--- src/rtl/or_event_pkg.sv ---
// Shared definitions for the event aggregator: edge-mode encodings and
// the index-width helper used for pend_idx sizing.
package or_event_pkg;

  localparam int EDGE_LEVEL = 0;
  localparam int EDGE_RISE  = 1;

  // Index width for a w-entry vector; never narrower than one bit.
  function automatic int idx_width(input int w);
    return (w <= 2) ? 1 : $clog2(w);
  endfunction

endpackage

--- src/rtl/or_prio_enc.sv ---
// Lowest-set-bit priority encoder: index of the lowest 1 in vec_i, 0 when
// vec_i is all zero; valid_o flags that at least one bit is set.
module or_prio_enc #(
  parameter int WIDTH = 8,
  parameter int IDX_W = 3
) (
  input  logic [WIDTH-1:0] vec_i,
  output logic [IDX_W-1:0] idx_o,
  output logic             valid_o
);

  // Scan from the top down so the last hit, the lowest index, wins.
  always_comb begin
    idx_o   = '0;
    valid_o = 1'b0;
    for (int i = WIDTH - 1; i >= 0; i--) begin
      if (vec_i[i]) begin
        idx_o   = IDX_W'(i);
        valid_o = 1'b1;
      end
    end
  end

endmodule

--- src/rtl/or_event_aggregator.sv ---
// WIDTH-channel event aggregator: sticky per-channel capture (level or
// rising edge), write-1-to-clear, masking, an aggregated any flag with a
// one-cycle rise pulse, and a lowest-pending-channel index.
// Optional input synchroniser: define OR_EVENT_AGGREGATOR_SYNC_EN.
module or_event_aggregator
  import or_event_pkg::*;
#(
  parameter int  WIDTH     = 8,
  parameter int  EDGE_MODE = EDGE_LEVEL,
  parameter int  OUT_REG   = 1,
  localparam int IDX_W     = idx_width(WIDTH)
) (
  input  logic             clk,
  input  logic             rst_n,
  input  logic [WIDTH-1:0] ev_in,
  input  logic [WIDTH-1:0] mask,
  input  logic [WIDTH-1:0] clr,
  input  logic             clr_all,
  output logic [WIDTH-1:0] status,
  output logic             any,
  output logic             any_rise,
  output logic [IDX_W-1:0] pend_idx,
  output logic             pend_valid
);

  logic [WIDTH-1:0] ev_s;
  logic [WIDTH-1:0] ev_prev_q;
  logic [WIDTH-1:0] set_vec;
  logic [WIDTH-1:0] status_q, status_d;
  logic [WIDTH-1:0] masked;
  logic [IDX_W-1:0] idx_c, idx_q;
  logic             valid_c;
  logic             any_q;
  logic             any_rise_q;

`ifdef OR_EVENT_AGGREGATOR_SYNC_EN
  logic [WIDTH-1:0] sync1_q, sync2_q;

  // Two-flop synchroniser per channel for sources outside the clk domain.
  always_ff @(posedge clk or negedge rst_n) begin
    if (!rst_n) begin
      sync1_q <= '0;
      sync2_q <= '0;
    end else begin
      sync1_q <= ev_in;
      sync2_q <= sync1_q;
    end
  end

  assign ev_s = sync2_q;
`else
  assign ev_s = ev_in;
`endif

  // Edge history; reset to 0 so a line already high at release counts once.
  always_ff @(posedge clk or negedge rst_n) begin
    if (!rst_n) ev_prev_q <= '0;
    else        ev_prev_q <= ev_s;
  end

  assign set_vec = (EDGE_MODE == EDGE_RISE) ? (ev_s & ~ev_prev_q) : ev_s;

  // Clear first, then OR in new events so a same-cycle event survives a clear.
  always_comb begin
    status_d = (status_q & ~(clr | {WIDTH{clr_all}})) | set_vec;
  end

  // Sticky status register.
  always_ff @(posedge clk or negedge rst_n) begin
    if (!rst_n) status_q <= '0;
    else        status_q <= status_d;
  end

  assign masked = status_q & mask;

  or_prio_enc #(
    .WIDTH (WIDTH),
    .IDX_W (IDX_W)
  ) u_prio_enc (
    .vec_i   (masked),
    .idx_o   (idx_c),
    .valid_o (valid_c)
  );

  // Registered view of the aggregate; any_q doubles as the history for the
  // rise detector, so the pulse lines up with the registered any.
  always_ff @(posedge clk or negedge rst_n) begin
    if (!rst_n) begin
      any_q      <= 1'b0;
      idx_q      <= '0;
      any_rise_q <= 1'b0;
    end else begin
      any_q      <= valid_c;
      idx_q      <= idx_c;
      any_rise_q <= valid_c & ~any_q;
    end
  end

  assign status     = status_q;
  assign any        = (OUT_REG != 0) ? any_q : valid_c;
  assign pend_valid = any;
  assign pend_idx   = (OUT_REG != 0) ? idx_q : idx_c;
  assign any_rise   = any_rise_q;

endmodule

--- config.mk ---
export PLATFORM = sky130hd
export DESIGN_NAME = or_event_aggregator
export DESIGN_NICKNAME = d
export VERILOG_FILES = /design/src/rtl/or_event_pkg.sv /design/src/rtl/or_prio_enc.sv /design/src/rtl/or_event_aggregator.sv
export SDC_FILE = /design/constraint.sdc
export NUM_CORES = 1
export LEC_CHECK = 0
export BUFFER_PORTS_ARGS = -buffer_cell sky130_fd_sc_hd__buf_2
export CAP_MARGIN = 25
export CELL_PAD_IN_SITES_DETAIL_PLACEMENT = 0
export CELL_PAD_IN_SITES_GLOBAL_PLACEMENT = 2
export CORE_MARGIN = 2
export CORE_UTILIZATION = 22
export DETAILED_ROUTE_END_ITERATION = 10
export PLACE_DENSITY = 0.79
export REMOVE_ABC_BUFFERS = 1
export SETUP_SLACK_MARGIN = 0.5
export SYNTH_ARGS = -nofsm -noshare
export SYNTH_HDL_FRONTEND = slang
export SYNTH_SLANG_ARGS = --single-unit
--- constraint.sdc ---
create_clock -name clk -period 1.3 [get_ports clk]
set_input_delay 0.065 -clock clk [delete_from_list [all_inputs] [get_ports clk]]
set_output_delay 0.065 -clock clk [all_outputs]
set_load 0.02 [all_outputs]
==> impl_metrics.yaml <==
synthesis:
  synth_fa_ha_area_frac: 0
  synth_top_family_by_area: "compound AO/OA/AOI/OAI gates"
  synth_top_cell_area_share: 0.5428
  synth_warnings: 0
  async_reset_ff_frac: 1.000
  synth_area_leaders: "dfrtp_1, a21o_1, nor2_1"
  synthDistinctLibCells: 18
  synth-compound-area-share: 0.2777
  synthCells: 52
  synth_simple_gate_area_frac: 0.1587
  synthFlopType: "dfrtp_1"
  synth.area.mux_share: 0
  avgSynthCellArea_um2: 11.53
  synth_edf_count: 0
  yosysSeqAreaShare: 0.5428
  synth_top_area_cell: "dfrtp_1"
  post-synth-top-count-cell: "dfrtp_1"
  ys_top_cells_by_count: "dfrtp_1, nor2_1, a21o_1, nand2_1, a32oi_1"
  ys_seq_elements: 13
  synth_xor_area_frac: 0
  syn_area_um2: 599.3
setup_path:
  start_kind: "flip-flop"
  r2r.worst_path.cells: 3
  crit_required_ns: 1.45
  path_class: "flip-flop to flip-flop"
  cp_max_fo: 3
  worstSetupEndpointType: "flip-flop"
  crit_arrival_ns: 1.22
finish:
  utilization: 0.4330
  final_nets: 139
  drive_gt1_frac: 0.5495
  syn_to_final_growth_pct: 82.26
  fin_area_mm2: 0.001092
  final_cells: 141
  n_antenna_cell: 0
placed_design:
  io_buffers: 40
  gp_routability_congestion: 0.8193
  placedInstanceArea_um2: 824.5
  pre_cts_slack_ns: 0.2053
  place_inst: 120
clocking:
  cts-root-buf: "clkbuf_4"
  path_clk_slew_ns: 0.08
  cts_max_level: 1
  numCtsBuffers: 3
  clock_path_buffers: 2
  clock-sinks: 13
  cts_tree: "built"
  clock_latency_ns: 0.28
timing:
  max-slew-margin-rel: 0.8023
  hold_viol: 0
  setup_viol: 0
  fin_crit_ns: 1.064
  tns_ns: 0
  worst_slack_ns: 0.2360
  rsz0062_at_grt: "true"
  skew_ns: 0.001702
  final.period_utilization: 0.8185
  fmax_mhz: 939.9
  drv_slew: 0
  finalHoldWorstSlack_ns: 0.07452
  worst_pin_slew_ns: 0.2966
hold_path:
  holdPathStages: 3
  hold_class: "primary input to flip-flop"
flow_run:
  maxCapViolCount: 0
floorplan:
  io_pins: 41
  std_cell_rows: 18
  die_w_um: 56.20
  chipHeight_um: 56.20
  die_area_mm2: 0.003158
  start_util: 0.2376
  core_area_mm2: 0.002522
global_routing:
  grt_pass1_wl_um: 2835
  antenna_found_initial: 0
  grt_pass1_vias: 660
  grt_max_degree: 14
  grt_util_all_layers: 0.1140
  grt_remaining_overflow: 0
route:
  finalWirelength_um: 1721
  drc: 0
  dr.pass1.iters: 4
  vias: 603
  wl_per_cell_um: 12.21
  vias_per_cell: 4.277
  initialDrtViolationCount: 8
  drtAntennaViolNets: 0
power:
  vdd_ir_drop_max_mv: 0.5926
  leakagePower_nw: 0.5600
  finalPower_mw: 1.012
  p_per_area_mw_per_mm2: 926.0
status:
  status: "complete, no violations"
[final timing paths]
check | from | end | slack, ns
max in group asynchronous | rst_n | status[0]$_DFF_PN0_ | 0.85
min reg2reg | status[1]$_DFF_PN0_ | status[1]$_DFF_PN0_ | 0.56
min | clr[4] | status[4]$_DFF_PN0_ | 0.07
min in group asynchronous | rst_n | status[4]$_DFF_PN0_ | 0.20
max reg2reg | status[5]$_DFF_PN0_ | any_rise$_DFF_PN0_ | 0.24
max | status[5]$_DFF_PN0_ | any_rise$_DFF_PN0_ | 0.24
[layout make-up]
class                      instances  area [um2]
multi-input combinational         37       261.5
sequential                        13       329.1
tap                               30       37.54
timing repair buffer              57       437.9
fill                             257        1430
clock buffer                       4       26.28
[worst max-delay path: stages (launching register included)]
cell	delay, ns
dfrtp_1	0.41
a22oi_2	0.21
nor2b_4	0.20
a41oi_2	0.11
[layout by cell type (no fill, tap or decap), drive strengths merged]
cell | netlist | layout
buf | 2 | 48
dfrtp | 13 | 13
nor2 | 10 | 10
dlygate4sd3 | 0 | 9
a21o | 8 | 8
nand2 | 7 | 7
clkbuf | 0 | 4
a32oi | 2 | 2
a22oi | 2 | 2
a22o | 1 | 1
and2 | 1 | 1
a221oi | 1 | 1
o21ai | 1 | 1
nor2b | 1 | 1
nand4 | 1 | 1
a41oi | 1 | 1
nand3 | 1 | 1
[power by group]
| group | leakage (nW) | internal, mW | total [mW] | switching, mW |
|---|---|---|---|---|
| clock | 0.0150 | 0.119 | 0.252 | 0.133 |
| sequential | 0.148 | 0.435 | 0.465 | 0.0299 |
| combinational | 0.397 | 0.166 | 0.294 | 0.129 |
| total | 0.560 | 0.720 | 1.01 | 0.292 |
[kinds of logic after synthesis]
group | Yosys count
AOI/OAI and AO/OA | 16
DFF | 13
buffers and inverters | 2
and+or+nand+nor | 21
[routing by layer]
layer  global-route usage  wire length (um)  up-vias
met5                    0                 0        -
met4              0.03061                12        0
li1                     -                 -      303
met1               0.1364               751      277
met3              0.04419                87        2
met2               0.1899               870       21
[timing repair]
action,4_1_cts,5_1_grt
hold endpoints to repair,21,0
hold buffers,9,0
cloned,0,0
setup buffers,4,4
pin swaps,5,2
gates resized for setup,29,3
setup endpoints to repair,19,22
[registers in the layout, summed over array words and instances (netlist names)]
register,count
status,8
pend_idx,3
any_rise,1
any,1
Note: power is estimated with default switching activity, not from simulation.
